### src/rtl/boot_loader_ctrl.sv
`default_nettype none
// ============================================================================
// Module   : boot_loader_ctrl
// Purpose  : Bootloader frame parser. Reads bytes from the UART receive FIFO
//            with a valid/ready handshake, validates a framed program image
//            (SYNC, LEN_LO, LEN_HI, LEN x 4 data bytes little-endian
//            [, CHK]) and writes it to IMEM as 32-bit words. The CPU is held
//            in reset until a complete image has been loaded.
// Ports    : clk, rst_n (async, active-low)
//            rx_byte/rx_valid/rx_ready  - FIFO read side
//            imem_we/imem_addr/imem_wdata - IMEM write port (1-cycle strobe)
//            boot_done / boot_err       - sticky status
//            cpu_rst_n                  - CPU reset, released on boot_done
// Config   : `define BOOT_CHECKSUM_EN to require the trailing XOR checksum
//            byte. Without it the frame ends after the last data word.
// Revision : 1.0 - initial release
// ============================================================================
module boot_loader_ctrl #(
  parameter int         ADDR_WIDTH     = 10,
  parameter int         BASE_ADDR      = 0,
  parameter logic [7:0] SYNC_BYTE      = 8'hA5,
  parameter int         TIMEOUT_CYCLES = 100_000_000
) (
  input  logic                  clk,
  input  logic                  rst_n,
  input  logic [7:0]            rx_byte,
  input  logic                  rx_valid,
  output logic                  rx_ready,
  output logic                  imem_we,
  output logic [ADDR_WIDTH-1:0] imem_addr,
  output logic [31:0]           imem_wdata,
  output logic                  boot_done,
  output logic                  boot_err,
  output logic                  cpu_rst_n
);

  localparam int              CNT_W   = $clog2(TIMEOUT_CYCLES + 1);
  localparam logic [CNT_W-1:0] TO_LAST = CNT_W'(TIMEOUT_CYCLES - 1);

  localparam logic [2:0] S_IDLE   = 3'd0;
  localparam logic [2:0] S_LEN_LO = 3'd1;
  localparam logic [2:0] S_LEN_HI = 3'd2;
  localparam logic [2:0] S_DATA   = 3'd3;
  localparam logic [2:0] S_DONE   = 3'd5;
  localparam logic [2:0] S_ERROR  = 3'd6;
`ifdef BOOT_CHECKSUM_EN
  localparam logic [2:0] S_CHK    = 3'd4;
  localparam logic [2:0] S_AFTER  = S_CHK;   // state following the payload
`else
  localparam logic [2:0] S_AFTER  = S_DONE;
`endif

  logic [2:0]       state;
  logic [2:0]       state_nxt;
  logic             armed;       // holds rx_ready low for the first cycle out of reset
  logic             accept;
  logic             in_frame;
  logic             timeout;
  logic             last_byte;
  logic             len_too_big;
  logic [7:0]       len_lo;
  logic [15:0]      len;
  logic [15:0]      len_rx;
  logic [15:0]      word_idx;
  logic [1:0]       byte_idx;
  logic [23:0]      asm_word;    // lower three bytes of the word being assembled
  logic [CNT_W-1:0] idle_cnt;
`ifdef BOOT_CHECKSUM_EN
  logic [7:0]       csum;
`endif

  assign accept      = rx_valid && rx_ready;
  assign len_rx      = {rx_byte, len_lo};
  assign len_too_big = 32'(len_rx) > (32'd1 << ADDR_WIDTH);
  assign last_byte   = (byte_idx == 2'd3) && (word_idx == len - 16'd1);

`ifdef BOOT_CHECKSUM_EN
  assign in_frame = (state == S_LEN_LO) || (state == S_LEN_HI) ||
                    (state == S_DATA)   || (state == S_CHK);
`else
  assign in_frame = (state == S_LEN_LO) || (state == S_LEN_HI) ||
                    (state == S_DATA);
`endif

  // An accepted byte in the limit cycle takes priority over the timeout.
  assign timeout = in_frame && !accept && (idle_cnt == TO_LAST);

  // State register
  always_ff @(posedge clk or negedge rst_n) begin
    if (!rst_n) state <= S_IDLE;
    else        state <= state_nxt;
  end

  // Next-state logic
  always_comb begin
    state_nxt = state;
    case (state)
      S_IDLE: begin
        if (accept && rx_byte == SYNC_BYTE) state_nxt = S_LEN_LO;
      end
      S_LEN_LO: begin
        if (accept)       state_nxt = S_LEN_HI;
        else if (timeout) state_nxt = S_ERROR;
      end
      S_LEN_HI: begin
        if (accept) begin
          if (len_too_big)         state_nxt = S_ERROR;
          else if (len_rx == 16'd0) state_nxt = S_AFTER;
          else                      state_nxt = S_DATA;
        end else if (timeout) begin
          state_nxt = S_ERROR;
        end
      end
      S_DATA: begin
        if (accept) begin
          if (last_byte) state_nxt = S_AFTER;
        end else if (timeout) begin
          state_nxt = S_ERROR;
        end
      end
`ifdef BOOT_CHECKSUM_EN
      S_CHK: begin
        if (accept)       state_nxt = (rx_byte == csum) ? S_DONE : S_ERROR;
        else if (timeout) state_nxt = S_ERROR;
      end
`endif
      default: state_nxt = state;   // DONE and ERROR are terminal
    endcase
  end

  // Output logic
  always_comb begin
    rx_ready  = 1'b0;
    boot_done = 1'b0;
    boot_err  = 1'b0;
    cpu_rst_n = 1'b0;
    case (state)
      S_IDLE, S_LEN_LO, S_LEN_HI, S_DATA: rx_ready = armed;
`ifdef BOOT_CHECKSUM_EN
      S_CHK: rx_ready = armed;
`endif
      S_DONE: begin
        boot_done = 1'b1;
        cpu_rst_n = 1'b1;
      end
      S_ERROR: boot_err = 1'b1;
      default: rx_ready = 1'b0;
    endcase
  end

  // Datapath: length capture, word assembly, IMEM write, inter-byte counter
  always_ff @(posedge clk or negedge rst_n) begin
    if (!rst_n) begin
      armed      <= 1'b0;
      imem_we    <= 1'b0;
      imem_addr  <= '0;
      imem_wdata <= '0;
      len_lo     <= '0;
      len        <= '0;
      word_idx   <= '0;
      byte_idx   <= '0;
      asm_word   <= '0;
      idle_cnt   <= '0;
`ifdef BOOT_CHECKSUM_EN
      csum       <= '0;
`endif
    end else begin
      armed   <= 1'b1;
      imem_we <= 1'b0;

      if (accept || !in_frame) idle_cnt <= '0;
      else                     idle_cnt <= idle_cnt + 1'b1;

      case (state)
        S_LEN_LO: if (accept) len_lo <= rx_byte;
        S_LEN_HI: begin
          if (accept) begin
            len      <= len_rx;
            byte_idx <= '0;
            word_idx <= '0;
`ifdef BOOT_CHECKSUM_EN
            csum     <= '0;
`endif
          end
        end
        S_DATA: begin
          if (accept) begin
            byte_idx <= byte_idx + 2'd1;
`ifdef BOOT_CHECKSUM_EN
            csum     <= csum ^ rx_byte;
`endif
            case (byte_idx)
              2'd0: asm_word[7:0]   <= rx_byte;
              2'd1: asm_word[15:8]  <= rx_byte;
              2'd2: asm_word[23:16] <= rx_byte;
              default: begin
                // Address wraps modulo the IMEM size by truncation.
                imem_we    <= 1'b1;
                imem_wdata <= {rx_byte, asm_word};
                imem_addr  <= ADDR_WIDTH'(BASE_ADDR) + ADDR_WIDTH'(word_idx);
                word_idx   <= word_idx + 16'd1;
              end
            endcase
          end
        end
        default: ;
      endcase
    end
  end

endmodule
`default_nettype wire
### config.mk
export PLATFORM = sky130hd
export DESIGN_NAME = boot_loader_ctrl
export DESIGN_NICKNAME = d
export VERILOG_FILES = /design/src/rtl/boot_loader_ctrl.sv
export SDC_FILE = /design/constraint.sdc
export NUM_CORES = 1
export LEC_CHECK = 0
export CAP_MARGIN = 40
export CORE_ASPECT_RATIO = 0.8
export CORE_MARGIN = 4
export CORE_UTILIZATION = 30
export CTS_BUF_LIST = sky130_fd_sc_hd__clkbuf_4 sky130_fd_sc_hd__clkbuf_8
export DETAILED_ROUTE_END_ITERATION = 6
export PLACE_DENSITY = 0.47
export RECOVER_POWER = 25
export SLEW_MARGIN = 0
export SYNTH_ARGS = -nofsm -noshare
export SYNTH_HDL_FRONTEND = slang
export SYNTH_SLANG_ARGS = --single-unit
### constraint.sdc
create_clock -name clk -period 2.1 [get_ports clk]
set_input_delay 0.21 -clock clk [delete_from_list [all_inputs] [get_ports clk]]
set_output_delay 0.21 -clock clk [all_outputs]
set_load 0.01 [all_outputs]
---- Word level (Yosys, flattened, before mapping) ----
Cells that the tools add are included.
word-level totals
  flip-flop bits (word level) ............. 140
  logic and storage cells ................. 84
  ROM bits ................................ 0
  latch bits .............................. 0
  bits of input ports ..................... 11
  memories ................................ 0
  RAM bits ................................ 0
operators by class
  divide/modulo/power cells ............... 0
  multiplexer cells ....................... 23
  add/subtract/negate cells ............... 4
  multipliers ............................. 0
  reductions and logical operators ........ 26
  shift operators ......................... 0
  order comparisons ....................... 1
  bitwise logic cells ..................... 1
  eq/ne operators ......................... 16
operator list
  operator               count
  $mux 16                3
  $pmux 16 s2            1
  $add 27x1->27 const B  1
  $eq 27x27->1 const B   1
  $mux 27                1
  $mux 3                 8
  $reduce_and 3->1       6
  $add 16x1->16 const B  1
  $eq 16x16->1           1
  $gt 16x11->1 const B   1
  $logic_not 16->1       1
  $sub 16x1->16 const B  1
  $pmux 3 s4             1
  $eq 8x8->1 const B     1
  $ne 2x2->1 const B     4
  $eq 3x2->1 const B     2
  $eq 3x3->1 const B     2
  $mux 1                 6
  $logic_and 1x1->1      5
  $eq 2x2->1 const B     2
  $mux 2                 2
  $pmux 2 s2             1
  $reduce_and 2->1       2
  $reduce_and 4->1       1
  13 further kinds       16

---- Logic depth before layout (Yosys ltp) ----
Gate-level depths: netlist of run 1.
  depth in word-level cells ............... 10
  depth in mapped cells ................... 9

---- Worst setup path before layout of run 1 ----
OpenSTA, ideal clock, no wires.
  path type ............................... reg-to-reg
  start ................................... register len[0]
  end ..................................... register state[1]
  arrival ................................. 2.013 ns
  slack ................................... -0.054 ns
  stages on the path, launching flop included .. 9
  library setup time ...................... 0.141 ns
  data required time ...................... 1.959 ns
  buffers on the path ..................... 0
  period minus slack after synthesis ...... 2.154 ns
  cells stage by stage .................... dfrtp_1 -> inv_1 -> ha_1 -> or4b_4 -> nor3_1 -> xnor2_1 -> o21ai_2 -> nor4_4 -> a31oi_1
between the ends
  cells in the longest elaborated chain, start to end .. 5
RTL lines
  what                               RTL line  RTL
  start: declaration                 62        logic [15:0] len;
  start signal: assignment           178       len <= len_rx;
  $sub 16x1->16                      75        assign last_byte = (byte_idx == 2'd3) && (word_idx == len - 16'd1);
  $eq 16x16->1                       75
  $logic_and 1x1->1                  75
  $ne 3x3->1 (no source line)        -
  $reduce_and 3->1 (no source line)  -
  end signal: assignment             91        else state <= state_nxt;
  end: declaration                   53        logic [2:0] state;
No other way between the ends.
A chain may end at the register's enable or synchronous reset.

---- Worst setup path after layout of run 1 ----
  start ................................... register len[1]
  end ..................................... register state[1]
The elaborated chain is that of the path after synthesis.

==> impl_metrics.toml, run 1 <==
[die]
core_area_um2 = 21000
die_y_um = 140
die-width_um = 173
rows = 47
io_pins = 58
start_util_pct = 30.9
die_area_um2 = 24100

[worst_setup_path]
start_kind = "flip-flop"
cp_slowest_cell = "or4b_4"
crit_arrival_ps = 2470
cp_cell_sequence = "inv_2 -> ha_4 -> or4b_4 -> nor2_4 -> xnor2_1 -> a2111o_1 -> nor4_4 -> a31oi_1"
crit_required_ps = 2410
critPathKind = "flip-flop to flip-flop"
crit_buf_inv = 1
end_kind = "flip-flop"
max_stage_delay_ps = 520
path_delay_family = "simple AND/OR/NAND/NOR gates"
cp_max_fo = 4

[logic_synthesis]
synth-main-ff-cell = "dfrtp_1"
synth_edf_count = 0
synth_nets = 660
syn_area_um2 = 6500
yosys.cell_types.count = 59
syn_area_per_cell_um2 = 10.1
yosysSeqAreaShare_pct = 53.9
postSynth.asyncResetShare_pct = 100
yosysWarnings = 0
syn_inst = 642
ys_ff_latch = 140

[run]
timing.max_cap.violations = 0

[sta]
fin_crit_sh_pct = 103
rsz0062_at_grt = "yes"
slew_viol_final = 0
period_minus_slack_ps = 2170
fin_skew_ps = 13.8
fmax_mhz = 461
setup_viol = 2
relSlewSlack_pct = 28.9
fin_ws_ps = -68.1
hold_viol_final = 0
tightest_slew_ps = 1070

[pwr]
p_int_mw = 5.71
p_comb_share_pct = 32.6
seq_power_share_pct = 43.6
p_total_mw = 8.65
power_per_cell_area_nw_per_um2 = 1060
ir_worst_vdd_v = 0.000422
p_leak_nw = 3.76
pwr-share-clk_pct = 23.8
p_switching_mw = 2.95
switching_share_pct = 34.1

[drt]
via_per_inst = 4.79
drt_wl_total_um = 16600
dr.pass1.iters = 4
drtIter0Drc = 397
ant_nets = 0
routed-via-count = 4924
wl_per_cell_um = 16.1
drc = 0

[clock_network]
clkSinkCount = 140
htree_num_levels = 4
cts_tree = "built"
cts_inserted_buffers = 17
cts_max_path_buffers = 2
root_buffer = "clkbuf_8"
clk_pin_slew_worst_paths_ps = 90
clock_latency_ps = 450

[layout]
layout-drive-gt1-share_pct = 20.1
syn2layout_area_growth_pct = 25.8
final_common_cell = "nand2_1"
fillerInstances = 2029
multi_input_area_um2 = 2900
final_cell_mix = "nand2_1, dfrtp_1, clkdlybuf4s50_1"
seq_area_um2 = 3500
fin_nets = 766
n_antenna_cell = 0

[run_status]
violations = "setup timing"
status = "finished with violations"

[grt]
grt_pass1_wl_um = 27400
grt_max_degree = 64
antenna_found_initial = 0
grtUsageTotal_pct = 14.3
first_global_vias = 5034
overflow = 0

[placement]
routabilityCongestion = 0.841
place.port_buffers = 57
dp_hpwl_um = 12200
place_ws_ps = -158

[min_path]
holdCritPathClass = "flip-flop to flip-flop"
-- Yosys cell counts, types with 2 or more instances --
| cell type | instances | area, um2 |
|---|---|---|
| nand2_1 | 149 | 559 |
| dfrtp_1 | 140 | 3500 |
| nor2_1 | 52 | 195 |
| mux2_2 | 41 | 462 |
| xnor2_1 | 29 | 254 |
| nand3_1 | 26 | 130 |
| xor2_1 | 25 | 219 |
| o21ai_0 | 21 | 105 |
| clkbuf_1 | 20 | 75.1 |
| inv_1 | 20 | 75.1 |
| nor3_1 | 12 | 60.1 |
| a21oi_1 | 9 | 45.0 |
| and3_1 | 8 | 50.1 |
| nor4_1 | 8 | 50.1 |
| or3_1 | 8 | 50.1 |
| ha_1 | 7 | 87.6 |
| nand4_1 | 6 | 37.5 |
| a21o_1 | 3 | 22.5 |
| a31oi_1 | 3 | 18.8 |
| and4_1 | 3 | 26.3 |
| a211oi_1 | 2 | 15.0 |
| a21boi_0 | 2 | 15.0 |
| and2_1 | 2 | 12.5 |
| buf_4 | 2 | 15.0 |
| nand2b_1 | 2 | 12.5 |
| nand3b_1 | 2 | 15.0 |
| nor2b_1 | 2 | 12.5 |
| nor3b_1 | 2 | 15.0 |
| nor4_2 | 2 | 25.0 |
| nor4b_1 | 2 | 17.5 |
| o22ai_1 | 2 | 12.5 |
| o41ai_1 | 2 | 17.5 |
| or4_1 | 2 | 15.0 |
-- path summary, 6_finish.rpt --
kind | from | end | slack (ps) | cells after the start
setup / recovery | len[1] | state[1] | -70 | 8
hold / removal | asm_word[9] | imem_wdata[9] | 470 | 2
setup reg to reg | len[1] | state[1] | -70 | 8
hold reg to reg | asm_word[9] | imem_wdata[9] | 470 | 2
max in group asynchronous | rst_n | state[1] | 450 | 3
min in group asynchronous | rst_n | imem_wdata[17] | 480 | 2
-- repair_timing --
item	in CTS	in global routing
buffers inserted	2	1
hold buffers	1	0
resized for setup	5	7
pin swaps	2	1
endpoints found under the setup margin	5	8
hold endpoints to repair	41	0
-- cells by family after synthesis --
family	synth area share, %
AND/OR/NAND/NOR	22.2
flip-flops	53.9
AO/OA/AOI/OAI	5.35
XOR/XNOR	7.28
buffers and inverters	2.60
multiplexers	7.26
adder cells (fa/ha/maj)	1.35
other	0.0577
-- registers in the layout (all words and copies together) (netlist names) --
signal      count
imem_we         1
len_lo          8
imem_wdata     32
word_idx       16
state           3
armed           1
byte_idx        2
asm_word       24
len            16
idle_cnt       27
imem_addr      10
-- cell type report --
| type | instances | share of cell area (%) |
|---|---|---|
| clock buffers | 19 | 3.12 |
| clock inverters | 12 | 1.41 |
| inverters | 21 | 0.964 |
| multi-input cells | 459 | 35.5 |
| flip-flops and latches | 140 | 42.9 |
| well taps | 269 | 4.12 |
| repair buffers | 109 | 12.0 |
-- stage by stage --
stage / cell area (um2) / instances / util [%] / TNS, ps / hold WS [ps]
finish: 8180 / 1029 / 38.9 / -104 / 471
global route: 8180 / 1029 / 38.9 / -494 / 492
CTS: 8150 / 1028 / 38.8 / -146 / 212
detailed placement: 7740 / 994 / 36.9 / -404 / 153
global placement: 7740 / 994 / 36.9 / -149 / 148
floorplan: 6520 / 642 / - / 0 / -85.6
-- power by group through the flow --
| stage | sequential (mW) | combinational, mW | clock, mW |
|---|---|---|---|
| finish | 3.77 | 2.82 | 2.06 |
| global route | 3.87 | 3.10 | 2.28 |
| CTS | 3.77 | 2.82 | 2.15 |
| detailed placement | 3.84 | 2.73 | 0 |
| global placement | 3.82 | 2.69 | 0 |
| floorplan | 3.77 | 1.59 | 0 |
-- metal layers --
| metal | track usage [%] | vias up | part of all wire, % |
|---|---|---|---|
| li1 | - | 2370 | - |
| met1 | 20.2 | 2441 | 49 |
| met2 | 21.5 | 100 | 45 |
| met3 | 4.12 | 13 | 5.2 |
| met4 | 4.20 | 0 | 1.2 |
| met5 | 0 | - | 0 |
-- worst register-to-register path, cell delays in order (launching register included) --
cell,delay [ps]
dfrtp_1,400
inv_2,90
ha_4,140
or4b_4,520
nor2_4,110
xnor2_1,60
a2111o_1,380
nor4_4,200
a31oi_1,130
Note: power is estimated with default switching activity, not from simulation.
==> run 2: changes to the inputs <==
Settings changed: MAX_ROUTING_LAYER set to met4, PLACE_DENSITY 0.47 to 0.45.
Clock period 2.1 ns to 2.7 ns, I/O delays scaled along.
==> impl_metrics.toml, run 2 (same netlist as run 1, synthesis figures left out) <==
[drt]
wl_per_cell_um = 16.1
via_per_inst = 4.77
routed-via-count = 4751
drc = 0
drtIter0Drc = 336
dr.pass1.iters = 4
drt_wl_total_um = 16100
ant_nets = 0

[die]
die_y_um = 140
rows = 47
io_pins = 58
core_area_um2 = 21000
die-width_um = 173
start_util_pct = 30.9
die_area_um2 = 24100

[clock_network]
cts_tree = "built"
clk_pin_slew_worst_paths_ps = 90
clock_latency_ps = 450
cts_resized = 0
clkSinkCount = 140
htree_num_levels = 4
cts_setup_buffers = 0
cts_inserted_buffers = 17
hold_buffers = 1
root_buffer = "clkbuf_8"
cts_max_path_buffers = 2

[worst_setup_path]
cp_cell_sequence = "inv_1 -> ha_1 -> or4b_4 -> nor3_1 -> o211a_1 -> o21ai_2 -> nor4_4 -> a31oi_1"
path_delay_family = "simple AND/OR/NAND/NOR gates"
cp_max_fo = 5
r2r_setup_slack_ps = 270
cp_slowest_cell = "or4b_4"
max_stage_delay_ps = 540
start_kind = "flip-flop"
end_kind = "flip-flop"
crit_arrival_ps = 2730
critPathKind = "flip-flop to flip-flop"
crit_required_ps = 3000
crit_buf_inv = 1

[sta]
fmax_mhz = 412
tns_ps = 0
hold_viol_final = 0
tightest_slew_ps = 1570
rsz0062_at_grt = "no"
setup_viol = 0
fin_skew_ps = 18.1
period_minus_slack_ps = 2430
relSlewSlack_pct = -4.64
fin_crit_sh_pct = 89.8
slew_viol_final = 29

[layout]
largest-register = "imem_wdata"
top_regs = "imem_wdata (32), idle_cnt (27), asm_word (24)"
n_antenna_cell = 0
finalNonFillerCells = 997
final_common_cell = "nand2_1"
syn2layout_area_growth_pct = 21.9
layout-drive-gt1-share_pct = 14.7
largest_reg_flops = 32
fillerInstances = 2123
fin_nets = 734
final_cell_mix = "nand2_1, dfrtp_1, clkdlybuf4s50_1"

[grt]
first_global_vias = 4860
grt_max_degree = 45
overflow = 0
antenna_found_initial = 2
grtUsageTotal_pct = 14.4
grt_pass1_wl_um = 27000

[run_status]
status = "finished with violations"
violations = "capacitance limit, slew limit"

[pwr]
ir_worst_vdd_v = 0.000314
power_per_cell_area_nw_per_um2 = 846
p_leak_nw = 3.61

[placement]
routabilityCongestion = 0.827
dp_hpwl_um = 11700
numPlacedInstances = 965
place.port_buffers = 57

[min_path]
holdCritPathClass = "primary input to async pin"

[run]
timing.max_cap.violations = 1
run 2: cell type report:
cell class / instances / area, um2 / area share [%]
Sequential cell: 140 / 3500 / 44.2
Multi-Input combinational cell: 459 / 2830 / 35.7
Timing Repair Buffer: 77 / 731 / 9.23
Tap cell: 269 / 337 / 4.25
Clock buffer: 17 / 234 / 2.95
Clock inverter: 14 / 210 / 2.65
Inverter: 21 / 78.8 / 0.995
run 2: final timing paths:
check,start,endpoint,cells past startpoint
worst max-delay path,len[0],state[1],8
worst min-delay path,rst_n,imem_wdata[17],2
worst max register to register,len[0],state[1],8
worst min register to register,asm_word[23],imem_wdata[23],2
max in group asynchronous,rst_n,imem_addr[1],3
min in group clk,asm_word[23],imem_wdata[23],2
run 2: metal layers:
layer | part of all wire [%] | vias to the layer above | global-route usage (%)
li1 | - | 2319 | -
met1 | 51 | 2331 | 20.4
met2 | 43 | 93 | 20.8
met3 | 4.6 | 8 | 3.25
met4 | 0.92 | 0 | 4.16
met5 | 0 | - | -
run 2: metrics by stage:
| step | util [%] | setup slack [ps] | total power, mW | instance area, um2 | hold WS, ps |
|---|---|---|---|---|---|
| 2_1_floorplan | - | 546 | 4.14 | 6500 | -25.6 |
| 3_3_place_gp | 35.7 | 362 | 4.81 | 7480 | 194 |
| 3_5_place_dp | 35.7 | 316 | 4.84 | 7480 | 196 |
| 4_1_cts | 37.8 | 266 | 6.79 | 7940 | 255 |
| 5_1_grt | 37.7 | 147 | 7.15 | 7920 | 287 |
| 6_report | 37.7 | 274 | 6.70 | 7920 | 261 |
run 2: report_power, final:
group | internal [mW] | switching [mW] | total [mW]
Combinational | 0.883 | 0.876 | 1.76
Clock | 1.03 | 0.887 | 1.91
Sequential | 2.55 | 0.475 | 3.03
Total | 4.46 | 2.24 | 6.70
run 2: worst reg2reg max path, cell delays in order, from the launching register on:
cell and delay (ps):
dfrtp_1 440, inv_1 90, ha_1 250, or4b_4 540, nor3_1 230, o211a_1 220, o21ai_2 70, nor4_4 320
a31oi_1 130
==> run 3: changes to the inputs <==
Settings changed: CORE_UTILIZATION 30 to 37, PLACE_DENSITY 0.45 to 0.65.
==> impl_metrics.toml, run 3 (same netlist as run 1, synthesis figures left out) <==
[worst_setup_path]
crit_arrival_ps = 2670
r2r_cells = 8
r2r_start = "len[0]"
crit_required_ps = 3010
r2r_setup_slack_ps = 340
end_kind = "flip-flop"
cp_max_fo = 5
regToRegEndpoint = "state[1]"
critPathKind = "flip-flop to flip-flop"
start_kind = "flip-flop"

[grt]
grt_use_met3_pct = 3.55
grt_pass1_wl_um = 24300
busiest_layer = "met1"
first_global_vias = 4632
grtUsageTotal_pct = 15.9
grt.met1_usage_pct = 23.1
grt_max_degree = 69
antenna_found_initial = 0
grt_use_met2_pct = 21.9
overflow = 0

[clock_network]
cts_setup_buffers = 0
clock_latency_ps = 450
cts_tree = "built"
htree_num_levels = 4
cts_max_path_buffers = 2
root_buffer = "clkbuf_8"
cts_resized = 0
cts_inserted_buffers = 17
clkSinkCount = 140
hold_buffers = 1
clk_pin_slew_worst_paths_ps = 80

[sta]
relSlewSlack_pct = -11.5
tns_ps = 0
fmax_mhz = 424
rsz0062_at_grt = "no"
fin_ws_ps = 344
slew_viol_final = 68
hold_viol_final = 0
period_minus_slack_ps = 2360
fin_skew_ps = 8.89
fin_crit_sh_pct = 87.3
setup_viol = 0
tightest_slew_ps = 1670

[layout]
n_antenna_cell = 0
final_common_cell = "nand2_1"
fin_nets = 731
fillerInstances = 1608
multi_input_area_um2 = 2830
syn2layout_area_growth_pct = 20.1
final_cell_mix = "nand2_1, dfrtp_1, clkdlybuf4s50_1"
seq_area_um2 = 3500
layout-drive-gt1-share_pct = 14.6
top_regs = "imem_wdata (32), idle_cnt (27), asm_word (24)"
final_cell_area_um2 = 7800
largest-register = "imem_wdata"
largest_reg_flops = 32

[pwr]
p_comb_share_pct = 27.0
pwr-share-clk_pct = 25.9
p_switching_mw = 2.11
p_int_mw = 4.29
p_total_mw = 6.40
power_per_cell_area_nw_per_um2 = 821
switching_share_pct = 33.0
seq_power_share_pct = 47.0
ir_worst_vdd_v = 0.000359
p_leak_nw = 3.58

[drt]
via_per_inst = 4.95
drc = 0
ant_nets = 0
drt_wl_total_um = 14300
dr.pass1.iters = 5
drtIter0Drc = 219
routed-via-count = 4711
wl_per_cell_um = 15.1

[min_path]
hold_start = "asm_word[5]"
whs_endpoint = "imem_wdata[5]"
min_path_cells = 2
holdCritPathClass = "flip-flop to flip-flop"

[die]
die_y_um = 127
die-width_um = 156
io_pins = 58
core_area_um2 = 17300
rows = 43
start_util_pct = 37.6
die_area_um2 = 19800

[run_status]
status = "finished with violations"
violations = "capacitance limit, slew limit"

[placement]
place_ws_ps = 355
routabilityCongestion = 0.908
dp_hpwl_um = 10100
postPlaceCellArea_um2 = 7410
place.port_buffers = 57

[run]
timing.max_cap.violations = 1
-- run 3: how the worst max path moves through the flow --
stage | startpoint | end | slack [ps] | cells past startpoint
2_1_floorplan | len[0] | state[1] | 550 | 8
3_5_place_dp | len[0] | state[1] | 360 | 8
3_3_place_gp | rx_byte[6] | state[1] | 420 | 7
5_1_grt | len[0] | state[1] | 220 | 8
4_1_cts | len[0] | state[1] | 340 | 8
6_report | len[0] | state[1] | 340 | 8
-- run 3: worst max-delay path, stage by stage (launching register included) --
cell and delay, ps:
dfrtp_1 440, inv_1 100, ha_1 240, or4b_4 540, nor3_1 220, o211a_1 210
o21ai_2 70, nor4_4 300, a31oi_1 110
-- run 3: final cells by class --
class,count,share of cell area (%)
inverter,21,1.01
multi-input combinational,459,36.2
clock inverter,9,1.07
tap,225,3.61
sequential,140,44.9
clock buffer,23,3.98
timing repair buffer,74,9.23
-- run 3: per-stage QoR --
stage          utilization [%]  hold WS, ps  cells
2_1_floorplan                -        -25.6    642
3_3_place_gp              42.9          314    918
3_5_place_dp              42.9          311    918
4_1_cts                   45.2          379    951
5_1_grt                   45.2          493    951
6_report                  45.2          460    951
-- run 3: power groups by stage --
stage | sequential, mW | combinational (mW) | clock, mW
global route | 3.09 | 1.93 | 1.81
detailed placement | 3.05 | 1.74 | 0
finish | 3.01 | 1.73 | 1.66
floorplan | 2.93 | 1.21 | 0
global placement | 3.04 | 1.72 | 0
CTS | 3.01 | 1.75 | 1.71
-- run 3: routing by layer --
| metal | vias to the layer above | routed length, um |
|---|---|---|
| li1 | 2304 | - |
| met5 | - | 0 |
| met4 | 0 | 195 |
| met3 | 15 | 624 |
| met2 | 92 | 6160 |
| met1 | 2300 | 7360 |
